===== src/rtl/ahb_bm_pkg.sv =====
// ahb_bm_pkg: AHB transfer/burst encodings shared by the bus-matrix output stage.
package ahb_bm_pkg;

    typedef enum logic [1:0] {
        HTRANS_IDLE   = 2'd0,
        HTRANS_BUSY   = 2'd1,
        HTRANS_NONSEQ = 2'd2,
        HTRANS_SEQ    = 2'd3
    } htrans_e;

    typedef enum logic [2:0] {
        HBURST_SINGLE = 3'd0,
        HBURST_INCR   = 3'd1,
        HBURST_WRAP4  = 3'd2,
        HBURST_INCR4  = 3'd3,
        HBURST_WRAP8  = 3'd4,
        HBURST_INCR8  = 3'd5,
        HBURST_WRAP16 = 3'd6,
        HBURST_INCR16 = 3'd7
    } hburst_e;

    // Beats remaining after the NONSEQ beat; undefined-length bursts count as single.
    function automatic logic [3:0] burst_beats_m1(input logic [2:0] hburst);
        return (hburst[2:1] == 2'b01) ? 4'd3  :
               (hburst[2:1] == 2'b10) ? 4'd7  :
               (hburst[2:1] == 2'b11) ? 4'd15 : 4'd0;
    endfunction

endpackage


===== src/rtl/ahb_bm_rr_pick.sv =====
// ahb_bm_rr_pick: combinational rotating-priority picker; the port after 'last' has top priority.
module ahb_bm_rr_pick #(
    parameter int N = 3,
    parameter int W = $clog2(N)
) (
    input  logic [N-1:0] req,
    input  logic [W-1:0] last,
    output logic [W-1:0] grant_idx,
    output logic         any_req
);

    logic [W-1:0] idx;

    // Scan from lowest to highest priority so the nearest requester is written last.
    always_comb begin
        grant_idx = '0;
        idx       = '0;
        any_req   = |req;
        for (int i = N; i >= 1; i--) begin
            idx = W'((int'(last) + i) % N);
            if (req[idx]) grant_idx = idx;
        end
    end

endmodule


===== src/rtl/ahb_bm_output_rr_arbiter.sv =====
// ahb_bm_output_rr_arbiter: round-robin address-phase port select for one bus-matrix output stage,
// holding the grant across locked sequences and fixed-length bursts.
module ahb_bm_output_rr_arbiter
    import ahb_bm_pkg::*;
#(
    parameter int NUM_PORTS = 3,
    parameter int PORT_W    = $clog2(NUM_PORTS)
) (
    input  logic                 HCLK,
    input  logic                 HRESETn,
    input  logic [NUM_PORTS-1:0] req_port,
    input  logic                 HREADYM,
    input  logic                 HSELM,
    input  logic [1:0]           HTRANSM,
    input  logic [2:0]           HBURSTM,
    input  logic                 HMASTLOCKM,
    output logic [PORT_W-1:0]    addr_in_port,
    output logic                 no_port
);

    logic [PORT_W-1:0] addr_q, addr_d, rr_last_q, rr_last_d, grant_idx;
    logic              no_port_q, no_port_d, any_req, accept, hold_grant;
    logic [3:0]        burst_cnt_q, burst_cnt_d;

    ahb_bm_rr_pick #(.N(NUM_PORTS), .W(PORT_W)) u_pick (
        .req       (req_port),
        .last      (rr_last_q),
        .grant_idx (grant_idx),
        .any_req   (any_req)
    );

    always_comb begin
        accept      = HREADYM & HSELM & ~no_port_q;
        burst_cnt_d = !HREADYM                                    ? burst_cnt_q :
                      (!HSELM || HTRANSM == HTRANS_IDLE)          ? 4'd0 :
                      (accept && HTRANSM == HTRANS_NONSEQ)        ? burst_beats_m1(HBURSTM) :
                      (accept && HTRANSM == HTRANS_SEQ && burst_cnt_q != 4'd0) ? burst_cnt_q - 4'd1 :
                      burst_cnt_q;
        // Post-update count lets the final beat of a fixed burst release in its own cycle.
        hold_grant  = ~no_port_q & (HMASTLOCKM | (burst_cnt_d != 4'd0) | (HTRANSM == HTRANS_BUSY));
        addr_d      = addr_q;
        no_port_d   = no_port_q;
        rr_last_d   = rr_last_q;
        if (HREADYM) begin
            if (hold_grant) begin
                no_port_d = 1'b0;
            end else if (any_req) begin
                addr_d    = grant_idx;
                no_port_d = 1'b0;
                rr_last_d = grant_idx;
            end else begin
                no_port_d = 1'b1;
            end
        end
    end

    always_ff @(posedge HCLK or negedge HRESETn) begin
        if (!HRESETn) begin
            addr_q      <= '0;
            no_port_q   <= 1'b1;
            burst_cnt_q <= 4'd0;
            rr_last_q   <= PORT_W'(NUM_PORTS - 1);
        end else begin
            addr_q      <= addr_d;
            no_port_q   <= no_port_d;
            burst_cnt_q <= burst_cnt_d;
            rr_last_q   <= rr_last_d;
        end
    end

    assign addr_in_port = addr_q;
    assign no_port      = no_port_q;

endmodule


===== config.mk =====
export PLATFORM = sky130hd
export DESIGN_NAME = ahb_bm_output_rr_arbiter
export DESIGN_NICKNAME = d
export VERILOG_FILES = /design/src/rtl/ahb_bm_pkg.sv /design/src/rtl/ahb_bm_rr_pick.sv /design/src/rtl/ahb_bm_output_rr_arbiter.sv
export SDC_FILE = /design/constraint.sdc
export NUM_CORES = 1
export LEC_CHECK = 0
export ABC_AREA = 1
export BUFFER_PORTS_ARGS = -buffer_cell sky130_fd_sc_hd__buf_2
export CAP_MARGIN = 10
export CORE_AREA = 2 2 39 41
export CTS_BUF_LIST = sky130_fd_sc_hd__clkbuf_8
export DETAILED_ROUTE_END_ITERATION = 8
export DIE_AREA = 0 0 41 43
export PLACE_DENSITY = 0.81
export SLEW_MARGIN = 20
export SYNTH_ARGS = -nofsm -noshare
export SYNTH_HDL_FRONTEND = slang
export SYNTH_SLANG_ARGS = --single-unit

===== constraint.sdc =====
create_clock -name HCLK -period 2.8 [get_ports HCLK]
set_input_delay 0.14 -clock HCLK [delete_from_list [all_inputs] [get_ports HCLK]]
set_output_delay 0.14 -clock HCLK [all_outputs]
set_load 0.01 [all_outputs]

==> results of run 1 <==
-- metal layers --
layer  vias up  track usage [%]
li1        402                -
met3         0            1.571
met4         0            8.000
met5         -                0
met1       339            23.13
met2        21            39.69
-- logic make-up after synthesis --
family	after synthesis	synth area share (%)
AND/OR/NAND/NOR	69	43.95
adder cells (fa/ha/maj)	3	5.111
flip-flops	8	27.60
AO/OA/AOI/OAI	14	11.07
buffers and inverters	21	12.27
-- tightest hold or removal path: cells and delay by family --
family	cells	cell delay (ns)
buffers and inverters	1	0.17
and+or+nand+nor	1	0.09
AOI/OAI and AO/OA	1	0.05
-- cell type report --
cell class	count	share of cell area, %
Clock buffer	3	4.797
Clock inverter	1	0.4360
Inverter	19	8.285
Multi-Input combinational cell	86	51.31
Sequential cell	8	23.55
Tap cell	16	2.326
Timing Repair Buffer	15	9.302
-- per-stage QoR --
stage               util (%)  total power [mW]  hold slack [ns]  setup WS [ns]
floorplan                  -            0.3539          -0.1556          1.167
global placement       58.23            0.3965         -0.01682         0.9567
detailed placement     58.23            0.4110         -0.01373         0.8686
CTS                    62.21            0.5566           0.2324         0.8651
global route           62.21            0.6063           0.2669         0.6841
finish                 62.21            0.5483           0.2390         0.8741
-- flip-flops by register name, indices dropped and copies added (netlist names) --
register,count
no_port,1
addr_in_port,2
burst_cnt_q,4
rr_last_q,1
-- worst paths after layout --
path,from,to,depth (start not counted)
worst min register to register,addr_in_port[1],addr_in_port[1],2
worst min-delay path,HREADYM,no_port,3
worst max-delay path,burst_cnt_q[0],addr_in_port[0],14
max in group asynchronous,HRESETn,no_port,2
min in group asynchronous,HRESETn,burst_cnt_q[3],2
worst max register to register,burst_cnt_q[0],addr_in_port[0],14
-- placed cells by master (no fill, tap or decap), drive strengths merged --
cell type / instances
dlygate4sd3: 1
clkbuf: 3
a211oi: 1
nor2: 16
nand3: 14
buf: 14
inv: 20
a21oi: 5
o21ai: 6
ha: 3
nand2: 35
o21bai: 2
dfrtp: 6
nor3: 2
nand4: 2
dfstp: 2
-- Yosys cell counts, drive strengths merged --
master,instances,share of area (%)
o21bai,2,2.0
dfrtp,6,20
nand2,35,20
inv,19,9.7
nor3,2,1.4
nand3,14,11
o21ai,6,4.1
nor2,16,10
nand4,2,1.7
ha,3,5.1
dfstp,2,7.2
a211oi,1,1.0
a21oi,5,3.9
buf,2,2.6
-- power breakdown --
part,switching (mW),internal [mW]
Clock,0.0429,0.0947
Combinational,0.150,0.0962
Sequential,0.0196,0.145
-- what timing repair did --
action,CTS,global route
hold endpoints to repair,8,0
hold buffers,1,0
gates resized for setup,0,0
==> key figures, run 1 <==
Final layout
  • Area Growth Syn to Fin: 17.21%
  • Fillers: 145
  • Ant. Diodes: 0
  • Multi-input logic area: 441.7 µm²
  • Final Instance Count excl. Fillers: 148
  • Final instance area: 860.8 µm²
  • Layout Nets: 149
  • Fraction of layout cells with a size suffix above 1: 19.70%
  • Total area of sequential cells: 202.7 µm²

Global route
  • First-pass GRT wire length: 2656 µm
  • Gr usage total: 21.45%
  • Initial antenna violation count: 0
  • Number of global-route vias before repair: 745
  • Total grt overflow: 0
  • Pin count of the biggest net entering global routing: 11

Synth
  • Post-Syn Area: 734.5 µm²
  • Distinct cells, synth: 20
  • Cells after Synth: 115
  • Yosys warnings: 0
  • Avg Synthesized Cell Area: 6.387 µm²
  • Post-synthesis sequential area ratio: 27.60%
  • Yosys reg bits: 8
  • Synth Net Count: 131

Critical path
  • Buf+Inv Stages, Crit Path: 2
  • Worst-path cell with the longest stage delay: dfrtp_1
  • Crit path kind: flip-flop to flip-flop
  • Crit path capture type: flip-flop
  • WP data arrival: 2.04 ns
  • Max incr delay on CP: 0.37 ns
  • R2r setup slk: 0.87 ns
  • Worst path most repeated cell: nand2_1
  • Critical Path, Cell by Cell: inv_1, ha_1, nand3_1, inv_1, nor2_1, nand2_1, nand3_1, nand2_1, a21oi_1, nand3_1, nand2_2, nand3_2, nand2_1, nand2_1
  • WP data required: 2.91 ns
  • Worst path top cell family by delay: simple AND/OR/NAND/NOR gates
  • Startpoint Class: flip-flop
  • Worst-path fanout max: 4

Clock network
  • Post-CTS setup buffer count: 0
  • Clk buf depth: 2
  • TritonCTS buffer count: 3
  • Worst skew pair latency: 0.22 ns
  • CTS tree: yes
  • Clock transition at path regs: 0.04 ns
  • CTS Sinks: 8
  • Root Buffer: clkbuf_8
  • H-Tree Depth: 1

Timing
  • RSZ-0062 raised after global routing: no
  • Relative slew slack: 80.04%
  • Worst Tran Pin Value: 0.2984 ns
  • Setup violators final: 0
  • Final Cycle Share: 68.78%
  • Max frequency: 519.3 MHz
  • Min cycle time layout: 1.926 ns
  • Layout Skew: 0.002258 ns
  • Fin. Hold Viols: 0
  • Slew Viols, Final: 0
  • Setup TNS: 0 ns

Detailed routing
  • Initial DRC count: 16
  • WL met1: 636 µm
  • Drt pass-1 iters: 4
  • DRT Wirelength: 1557 µm
  • DRC errors left: 0
  • Top Metal Used: met3
  • Met2 wire len: 855 µm
  • DR vias/cell: 5.149
  • Met3 Routed Length: 65 µm
  • WL/cell: 10.52 µm
  • Antenna Nets Post-Route: 0
  • Vias: 762

Run status
  • Outcome: finished, final reports clean

Floorplanning
  • Die Height: 43 µm
  • Row Count: 14
  • Die area: 0.001763 mm²
  • Io pins: 16
  • Core area: 0.001384 mm²
  • Die width: 41 µm
  • Starting Density: 53.07%

Pwr
  • P per Cell Area: 637.0 mW/mm²
  • Maximum VDD drop: 0.4837 mV
  • Leakage Power: 0.5012 nW

Run
  • Max-Cap Viols: 0

Placement
  • Placed cell count: 143
  • Port Buffers: 14
  • Post-DP Area: 805.8 µm²
  • Final GP Congestion: 0.7703
  • Final HPWL DP: 1318 µm

Min path
  • Hold Crit Class: input port to flip-flop
Power figures use the tool's default switching activity.
==> inputs of run 2 (changes only) <==
--- a/config.mk
+++ b/config.mk
@@ -8,10 +8,10 @@
 export ABC_AREA = 1
 export BUFFER_PORTS_ARGS = -buffer_cell sky130_fd_sc_hd__buf_2
 export CAP_MARGIN = 10
-export CORE_AREA = 2 2 39 41
+export CORE_MARGIN = 2
+export CORE_UTILIZATION = 55
 export CTS_BUF_LIST = sky130_fd_sc_hd__clkbuf_8
 export DETAILED_ROUTE_END_ITERATION = 8
-export DIE_AREA = 0 0 41 43
 export PLACE_DENSITY = 0.81
 export SLEW_MARGIN = 20
 export SYNTH_ARGS = -nofsm -noshare
==> constraint.sdc (replaced) <==
create_clock -name HCLK -period 2 [get_ports HCLK]
set_input_delay 0.1 -clock HCLK [delete_from_list [all_inputs] [get_ports HCLK]]
set_output_delay 0.1 -clock HCLK [all_outputs]
set_load 0.01 [all_outputs]
==> run 2 against run 1 <==
Effect of this change:
- total power is 40% higher
- combinational power is 41% higher
- sequential power increased by 38%
- first-iteration DRC count shrank 31%
- utilization grew 6.8 points
- final cell count is 0.68% lower
- register-to-register slack got worse by 0.70 ns
- routed wire length down 11%
- global-route usage shrank 0.35 points
- via count down 5.8%
==> key figures, run 2 (synthesized netlist as in run 1, its figures left out) <==
Detailed routing
  • Initial DRC count: 11 (-5)
  • DR vias/cell: 4.884 (-5.1%)
  • DRT Wirelength: 1381 µm (-11%)
  • Vias: 718 (-5.8%)
  • WL/cell: 9.395 µm (-11%)
  • Drt pass-1 iters: 3 (-1)
  • Antenna Nets Post-Route: 0 (unchanged)
  • DRC errors left: 0 (unchanged)

Critical path
  • Crit path capture type: flip-flop
  • WP data arrival: 1.93 ns (-0.11 ns)
  • WP data required: 2.11 ns (-0.80 ns)
  • Startpoint Class: flip-flop
  • Worst-path fanout max: 5 (+1)
  • Crit path kind: flip-flop to flip-flop

Floorplanning
  • Die width: 40.54 µm (-1.1%)
  • Io pins: 16 (unchanged)
  • Die area: 0.001643 mm² (-6.8%)
  • Die Height: 40.54 µm (-5.7%)
  • Row Count: 13 (-1)
  • Core area: 0.001269 mm² (-8.3%)
  • Starting Density: 57.89% (+4.8 points)

Pwr
  • Overall power: 766.4 µW (+40%)
  • Maximum VDD drop: 0.8842 mV (+83%)
  • Leakage Power: 0.5086 nW (+1.5%)
  • P per Cell Area: 875.1 mW/mm² (+37%)

Global route
  • Total grt overflow: 0 (unchanged)
  • First-pass GRT wire length: 2304 µm (-13%)
  • Initial antenna violation count: 0 (unchanged)
  • Pin count of the biggest net entering global routing: 11 (unchanged)
  • Number of global-route vias before repair: 599 (-20%)
  • Gr usage total: 21.10% (-0.35 points)

Final layout
  • Commonest non-fill, non-tap cell in the layout: nand2_1
  • Layout Nets: 149 (unchanged)
  • Final Instance Count excl. Fillers: 147 (-0.68%)
  • Fillers: 103 (-29%)
  • Fraction of layout cells with a size suffix above 1: 21.21% (+1.5 points)
  • Final instance area: 875.8 µm² (+1.7%)
  • Finished Core Util: 69.03% (+6.8 points)
  • Area Growth Syn to Fin: 19.25%
  • Most used cells in the layout excluding fill and tap cells: 32 x nand2_1, 20 x inv_1, 15 x nor2_1
  • Ant. Diodes: 0 (unchanged)
  • Top reg by flops: burst_cnt_q
  • Max reg flops: 4 (unchanged)

Placement
  • Dpl ws: 0.1298 ns (-0.7389 ns)
  • Final GP Congestion: 0.7267 (-5.7%)
  • Placed cell count: 142 (-0.70%)
  • Post-DP Area: 804.5 µm² (-0.16%)
  • Final HPWL DP: 1185 µm (-10%)
  • Port Buffers: 14 (unchanged)

Run
  • Max-Cap Viols: 0 (unchanged)

Clock network
  • CTS Sinks: 8 (unchanged)
  • Clk buf depth: 2 (unchanged)
  • CTS tree: yes
  • Worst skew pair latency: 0.22 ns (about the same)
  • Clock transition at path regs: 0.04 ns (about the same)
  • TritonCTS buffer count: 3 (unchanged)
  • Root Buffer: clkbuf_8
  • H-Tree Depth: 1 (unchanged)

Timing
  • Min cycle time layout: 1.824 ns (-0.1018 ns)
  • Setup violators final: 0 (unchanged)
  • Layout Skew: 0.003713 ns (+0.001455 ns)
  • Final Cycle Share: 91.20% (+22 points)
  • Final setup margin: 0.1760 ns (-0.6982 ns)
  • Slew Viols, Final: 0 (unchanged)
  • RSZ-0062 raised after global routing: no
  • Hold WS: 0.2045 ns (-0.03455 ns)
  • Max frequency: 548.2 MHz (+5.6%)
  • Fin. Hold Viols: 0 (unchanged)
  • Relative slew slack: 78.77% (-1.3 points)
  • Setup TNS: 0 ns (unchanged)
  • Worst Tran Pin Value: 0.3173 ns (+0.01890 ns)

Min path
  • Hold Crit Class: input port to flip-flop

Run status
  • Outcome: finished, final reports clean
[run 2: worst paths after layout]
check	end	cells after the start	start	slack, ns
max	addr_in_port[0]	13	burst_cnt_q[0]	0.18
min reg2reg	addr_in_port[1]	2	addr_in_port[1]	0.47
max in group asynchronous	rr_last_q[1]	2	HRESETn	1.50
min in group asynchronous	burst_cnt_q[0]	2	HRESETn	0.26
max reg2reg	addr_in_port[0]	13	burst_cnt_q[0]	0.18
min	no_port	3	HREADYM	0.20
[run 2: repair_timing]
action / CTS / global route
hold endpoints to repair: 8 / 0
setup buffers: 0 / 0
resized for setup: 0 / 3
hold buffers: 1 / 0
setup endpoints to repair: 0 / 4
[run 2: final cells by class]
| cell class | instances | area [µm²] | share of cell area, % |
|---|---|---|---|
| multi-input cells | 86 | 457.9 | 52.29 |
| flip-flops and latches | 8 | 202.7 | 23.14 |
| repair buffers | 15 | 80.08 | 9.143 |
| inverters | 19 | 71.32 | 8.143 |
| clock buffers | 3 | 41.29 | 4.714 |
| well taps | 15 | 18.77 | 2.143 |
| clock inverters | 1 | 3.754 | 0.4286 |
[run 2: report_power, final]
part | internal [mW] | switching (mW) | leakage (nW)
Sequential | 0.203 | 0.0243 | 0.102
Clock | 0.133 | 0.0594 | 0.0269
Combinational | 0.136 | 0.211 | 0.380
[run 2: worst max-delay path, stage by stage, from the launching register on]
cell     delay, ns
dfrtp_1       0.38
inv_1         0.10
ha_1          0.20
nand3_2       0.13
nand3_4       0.13
nand2_1       0.06
nand3_1       0.08
nand2_1       0.06
a21oi_2       0.15
nand3_1       0.11
nand2_2       0.11
nand3_2       0.09
nand2_1       0.07
nand2_1       0.05
[run 2: routing by layer]
layer / global-route usage [%] / wire [µm]
met2: 43.25 / 751
met5: 0 / 0
met1: 21.28 / 600
met3: 6.667 / 30
met4: 0 / 0
